### src/rtl/mems_spi_arbiter_pkg.sv
// rtl/mems_spi_arbiter_pkg.sv - shared state encoding and parameter defaults for the SPI arbiter
package mems_spi_arbiter_pkg;

  localparam int ADDR_W_DEF      = 16;
  localparam int START_WAIT_DEF  = 4;
  localparam int TIMEOUT_CYC_DEF = 1024;

  typedef enum logic [1:0] {
    ST_IDLE      = 2'd0,
    ST_ISSUE     = 2'd1,
    ST_WAIT_BUSY = 2'd2,
    ST_WAIT_DONE = 2'd3
  } state_t;

endpackage

### src/rtl/mems_spi_arbiter_slot.sv
// rtl/mems_spi_arbiter_slot.sv - per-requester slot: pending bit, latched address, busy and drop
module spi_req_slot
  import mems_spi_arbiter_pkg::*;
#(
  parameter int ADDR_W = ADDR_W_DEF
) (
  input  logic              clk,
  input  logic              rst_n,
  input  logic              i_start,
  input  logic [ADDR_W-1:0] i_addr,
  input  logic              i_grant,
  input  logic              i_release,
  output logic              o_pending,
  output logic [ADDR_W-1:0] o_addr,
  output logic              o_busy,
  output logic              o_drop
);

  logic              r_pending;
  logic              r_busy;
  logic              r_drop;
  logic [ADDR_W-1:0] r_addr;
  logic              w_accept;

  assign w_accept = i_start && !r_busy;

  // Accept a start only while idle; a start while busy is rejected with a one-cycle drop pulse.
  always_ff @(posedge clk) begin
    if (!rst_n) begin
      r_pending <= 1'b0;
      r_busy    <= 1'b0;
      r_drop    <= 1'b0;
      r_addr    <= '0;
    end else begin
      r_drop <= i_start && r_busy;
      if (w_accept) begin
        r_pending <= 1'b1;
        r_busy    <= 1'b1;
        r_addr    <= i_addr;
      end else begin
        if (i_grant)   r_pending <= 1'b0;
        if (i_release) r_busy    <= 1'b0;
      end
    end
  end

  assign o_pending = r_pending;
  assign o_addr    = r_addr;
  assign o_busy    = r_busy;
  assign o_drop    = r_drop;

endmodule

### src/rtl/mems_spi_arbiter.sv
// rtl/mems_spi_arbiter.sv - round-robin arbiter of two requesters onto one shared SPI master
module mems_spi_arbiter
  import mems_spi_arbiter_pkg::*;
#(
  parameter int START_WAIT  = START_WAIT_DEF,
  parameter int TIMEOUT_CYC = TIMEOUT_CYC_DEF,
  parameter int ADDR_W      = ADDR_W_DEF
) (
  input  logic              clk,
  input  logic              rst_n,
  input  logic              req0_start,
  input  logic [ADDR_W-1:0] req0_addr,
  input  logic              req1_start,
  input  logic [ADDR_W-1:0] req1_addr,
  input  logic              spi_busy,
  input  logic              clr_err,
  output logic              req0_busy,
  output logic              req1_busy,
  output logic              req0_drop,
  output logic              req1_drop,
  output logic              spi_start,
  output logic [ADDR_W-1:0] spi_addr,
  output logic              grant_id,
  output logic              err_timeout
);

  localparam int               CNT_W  = $clog2(TIMEOUT_CYC + 1);
  localparam logic [CNT_W-1:0] SW_LIM = CNT_W'(START_WAIT - 1);
  localparam logic [CNT_W-1:0] TO_LIM = CNT_W'(TIMEOUT_CYC - 1);

  state_t            r_state;
  state_t            w_state_nxt;
  logic [CNT_W-1:0]  r_cnt;
  logic              r_last;
  logic              r_spi_start;
  logic              r_grant_id;
  logic              r_err;
  logic [ADDR_W-1:0] r_spi_addr;

  logic              w_pend0;
  logic              w_pend1;
  logic [ADDR_W-1:0] w_addr0;
  logic [ADDR_W-1:0] w_addr1;
  logic              w_grant_vld;
  logic              w_grant_sel;
  logic              w_release;
  logic              w_timeout;

  spi_req_slot #(.ADDR_W(ADDR_W)) u_slot0 (
    .clk       (clk),
    .rst_n     (rst_n),
    .i_start   (req0_start),
    .i_addr    (req0_addr),
    .i_grant   (w_grant_vld && !w_grant_sel),
    .i_release (w_release && !r_grant_id),
    .o_pending (w_pend0),
    .o_addr    (w_addr0),
    .o_busy    (req0_busy),
    .o_drop    (req0_drop)
  );

  spi_req_slot #(.ADDR_W(ADDR_W)) u_slot1 (
    .clk       (clk),
    .rst_n     (rst_n),
    .i_start   (req1_start),
    .i_addr    (req1_addr),
    .i_grant   (w_grant_vld && w_grant_sel),
    .i_release (w_release && r_grant_id),
    .o_pending (w_pend1),
    .o_addr    (w_addr1),
    .o_busy    (req1_busy),
    .o_drop    (req1_drop)
  );

  // State register.
  always_ff @(posedge clk) begin
    if (!rst_n) r_state <= ST_IDLE;
    else        r_state <= w_state_nxt;
  end

  // Next state, grant choice and release/timeout decisions.
  always_comb begin
    w_state_nxt = r_state;
    w_grant_vld = 1'b0;
    w_grant_sel = 1'b0;
    w_release   = 1'b0;
    w_timeout   = 1'b0;
    case (r_state)
      ST_IDLE: begin
        if (w_pend0 || w_pend1) begin
          w_grant_vld = 1'b1;
          w_grant_sel = (w_pend0 && w_pend1) ? !r_last : w_pend1;
          w_state_nxt = ST_ISSUE;
        end
      end
      ST_ISSUE: w_state_nxt = ST_WAIT_BUSY;
      ST_WAIT_BUSY: begin
        if (spi_busy) begin
          w_state_nxt = ST_WAIT_DONE;
        end else if (r_cnt >= SW_LIM) begin
          w_timeout   = 1'b1;
          w_release   = 1'b1;
          w_state_nxt = ST_IDLE;
        end
      end
      ST_WAIT_DONE: begin
        if (!spi_busy) begin
          w_release   = 1'b1;
          w_state_nxt = ST_IDLE;
        end else if (r_cnt >= TO_LIM) begin
          w_timeout   = 1'b1;
          w_release   = 1'b1;
          w_state_nxt = ST_IDLE;
        end
      end
      default: w_state_nxt = ST_IDLE;
    endcase
  end

  // Per-state cycle counter: cleared on every state change, saturates instead of wrapping.
  always_ff @(posedge clk) begin
    if (!rst_n)                     r_cnt <= '0;
    else if (w_state_nxt != r_state) r_cnt <= '0;
    else if (r_cnt != TO_LIM)        r_cnt <= r_cnt + CNT_W'(1);
  end

  // Registered outputs: start pulse, granted address/owner, round-robin pointer, sticky error.
  always_ff @(posedge clk) begin
    if (!rst_n) begin
      r_spi_start <= 1'b0;
      r_spi_addr  <= '0;
      r_grant_id  <= 1'b0;
      r_last      <= 1'b1;
      r_err       <= 1'b0;
    end else begin
      r_spi_start <= w_grant_vld;
      if (w_grant_vld) begin
        r_spi_addr <= w_grant_sel ? w_addr1 : w_addr0;
        r_grant_id <= w_grant_sel;
        r_last     <= w_grant_sel;
      end
      if (w_timeout)    r_err <= 1'b1;
      else if (clr_err) r_err <= 1'b0;
    end
  end

  assign spi_start   = r_spi_start;
  assign spi_addr    = r_spi_addr;
  assign grant_id    = r_grant_id;
  assign err_timeout = r_err;

endmodule

### config.mk
export PLATFORM = sky130hd
export DESIGN_NAME = mems_spi_arbiter
export DESIGN_NICKNAME = d
export VERILOG_FILES = /design/src/rtl/mems_spi_arbiter_pkg.sv /design/src/rtl/mems_spi_arbiter_slot.sv /design/src/rtl/mems_spi_arbiter.sv
export SDC_FILE = /design/constraint.sdc
export NUM_CORES = 1
export LEC_CHECK = 0
export BUFFER_PORTS_ARGS = -buffer_cell sky130_fd_sc_hd__buf_4
export CAP_MARGIN = 20
export CORE_MARGIN = 3
export CORE_UTILIZATION = 48
export DETAILED_ROUTE_END_ITERATION = 10
export GPL_TIMING_DRIVEN = 1
export PLACE_DENSITY = 0.83
export SLEW_MARGIN = 40
export SYNTH_ARGS = -nofsm -noshare
export SYNTH_HDL_FRONTEND = slang
export SYNTH_SLANG_ARGS = --single-unit
### constraint.sdc
create_clock -name clk -period 1.8 [get_ports clk]
set_input_delay 0.09 -clock clk [delete_from_list [all_inputs] [get_ports clk]]
set_output_delay 0.09 -clock clk [all_outputs]
set_load 0.005 [all_outputs]
==> reports/metrics.yaml <==
cp.arrival_ns: 2.01
worst_slew_margin_rel_pct: 55.7
grt_first_pass_wirelength_um: 12800
synthArstFlopShare_pct: 0
syn_inst: 322
clk_latency_ns: 0.35
max-cap-violations: 0
yosysMostFrequentCell: "nand2_1"
cts.sinks: 71
antennaDiodeCount: 0
max_freq_ghz: 0.570
clk_root_buffer_cell: "clkbuf_8"
cts_tree: "built"
switching_share_pct: 25.7
grt_max_degree: 29
reg2reg_setup_slack_ns: 0.05
pwr-share-clk_pct: 38.9
gr-max-usage-layer: "met2"
finalCritPeriodShare_pct: 97.4
synth_edf_count: 0
routed-via-count: 2758
rsz0062_at_grt: "false"
fin_worst_skew_ns: 0.00852
initial_utilization_pct: 50.5
synth-seq-cells: 71
power_frac_comb_pct: 14.2
avgSynthCellArea_um2: 8.80
p_leak_nw: 1.65
ys_top_cells_by_count: "73 x nand2_1, 71 x dfxtp_1, 34 x a21oi_1"
finalMaxSlewViolations: 0
yosys.area_share.simple_pct: 21.7
overflow: 0
ys.flop_type: "dfxtp_1"
fp.coreArea_mm2: 0.00561
path_clk_slew_ns: 0.07
layout_min_cycle_time_ns: 1.75
multiInputGateArea_mm2: 0.00129
required_ns: 2.06
grt_util_met3_pct: 6.15
finalWirelength_um: 7850
drtAntennaViolNets: 0
place_ws_ns: 0.0999
place_congestion: 0.889
finalHoldViolations: 0
regArea_mm2: 0.00142
power.switching_mw: 0.943
synth_top_area_share_pct: 50.2
yosysWarnings: 0
rows: 27
fin_ws_ns: 0.0461
final_cells: 497
die_h_um: 82.8
nNetsFinal: 459
finalSetupViolations: 0
synth_top_family_by_area: "simple AND/OR/NAND/NOR gates"
p_per_area_mw_per_mm2: 928
first_iter_violations: 336
vias_per_cell: 5.55
htree_levels: 3
dieWidth_um: 82.8
use_met2_pct: 38.8
hp-class: "in2reg"
num-fill-cells: 433
crit_path_max_fanout: 8
placed_cells: 450
grtUsageMet1_pct: 28.0
cts_buffers: 9
first_global_vias: 2717
criticalPathCategory: "reg2reg"
antenna_found_initial: 0
num_io_pins: 61
clock_path_buffers: 2
worstMarginPinSlew_ns: 0.664
yosys-mux-area-fraction_pct: 1.41
ys_seq_area_share_pct: 50.2
peakVddDrop_mv: 0.579
dr.pass1.iters: 7
synth_top_area_cell: "dfxtp_1"
critPathCaptureType: "register"
dp_hpwl_um: 4900
sequentialPowerShare_pct: 46.8
area_growth_pct: 39.8
drc: 0
port_buffers: 60
dieArea_mm2: 0.00686
ys_top_cells_by_area: "dfxtp_1 50%, nand2_1 9.7%, a21oi_1 6.0%"
status: "complete, no violations"
startpoint_type: "register"
finalSetupTns_ns: 0
p_int_mw: 2.73
syn-num-nets: 361
synth_compound_area_share_pct: 20.4
syn_area_mm2: 0.00283
synth_xor_area_share_pct: 0.928
grt_usage_pct: 23.1
synthAdderAreaFrac_pct: 0.442
routedWlPerCell_um: 15.8
synth_cell_types: 49
cts_setup_buffers: 0
finalPower_mw: 3.68
drive_above_1_share_pct: 25.6
==> layout by cell type (no fill, tap or decap), drive strengths merged, types with 4 or more instances in the layout <==
cell / n
buf: 78
nand2: 73
dfxtp: 71
a21oi: 37
nor2: 31
dlygate4sd3: 31
a222oi: 16
clkbuf: 11
o21ai: 7
inv: 7
nor2b: 5
nand3: 4
nor3: 4
mux2i: 4
nand4: 4
==> logic make-up after synthesis <==
family                   Yosys count
AND/OR/NAND/NOR                  136
AO/OA/AOI/OAI                     78
flip-flops                        71
buffers and inverters             29
multiplexers                       4
XOR/XNOR                           3
adder cells (fa/ha/maj)            1
==> critical path: stages, from the launching register on <==
cell and delay (ns):
dfxtp_1 0.31, ha_1 0.26, a21oi_4 0.19, nand4_1 0.14, a221o_1 0.37, buf_4 0.18, a311oi_1 0.20
==> area by class of cell <==
type,count,share of cell area [%]
Clock buffer,11,3.57
Clock inverter,5,2.05
Inverter,7,0.663
Multi-Input combinational cell,222,32.6
Sequential cell,71,35.9
Tap cell,72,2.27
Timing Repair Buffer,109,22.9
==> worst paths after layout <==
check,startpoint,end,cells past startpoint
setup / recovery,r_cnt[0],r_cnt[6],6
setup reg to reg,r_cnt[0],r_cnt[6],6
hold / removal,req1_addr[7],u_slot1.o_addr[7],3
hold reg to reg,u_slot0.o_addr[12],u_slot0.o_addr[12],2
==> per-layer routing <==
layer,wire length [µm],vias to the layer above
li1,-,1330
met1,3230,1298
met2,3920,119
met3,562,11
met4,141,0
met5,0,-
==> power groups by stage <==
stage                     Clock (mW)  Combinational (mW)  Sequential (mW)
final                           1.43               0.523             1.72
after global routing            1.53               0.566             1.73
after CTS                       1.45               0.508             1.72
after detailed placement           0               0.453             1.75
after global placement             0               0.442             1.75
after floorplan                    0               0.266             1.73
==> flip-flops by register name, indices dropped and copies added (netlist names), 2 cells and up <==
register        flops
r_state             2
r_cnt              11
u_slot1.o_addr     16
u_slot0.o_addr     16
spi_addr           16
==> what timing repair did <==
item                       4_1_cts  5_1_grt
hold endpoints to repair        31        0
hold buffers                    31        0
resized for setup                0        3
setup endpoints to repair        0        3
==> through the flow <==
step	hold slack (ns)	instance area (µm²)	util (%)
2_1_floorplan	0.226	2830	-
3_3_place_gp	0.320	3410	60.8
3_5_place_dp	0.326	3410	60.8
4_1_cts	0.000194	3940	70.3
5_1_grt	0.00703	3960	70.6
6_report	0.00833	3960	70.6
(Power assumes the default switching activity.)
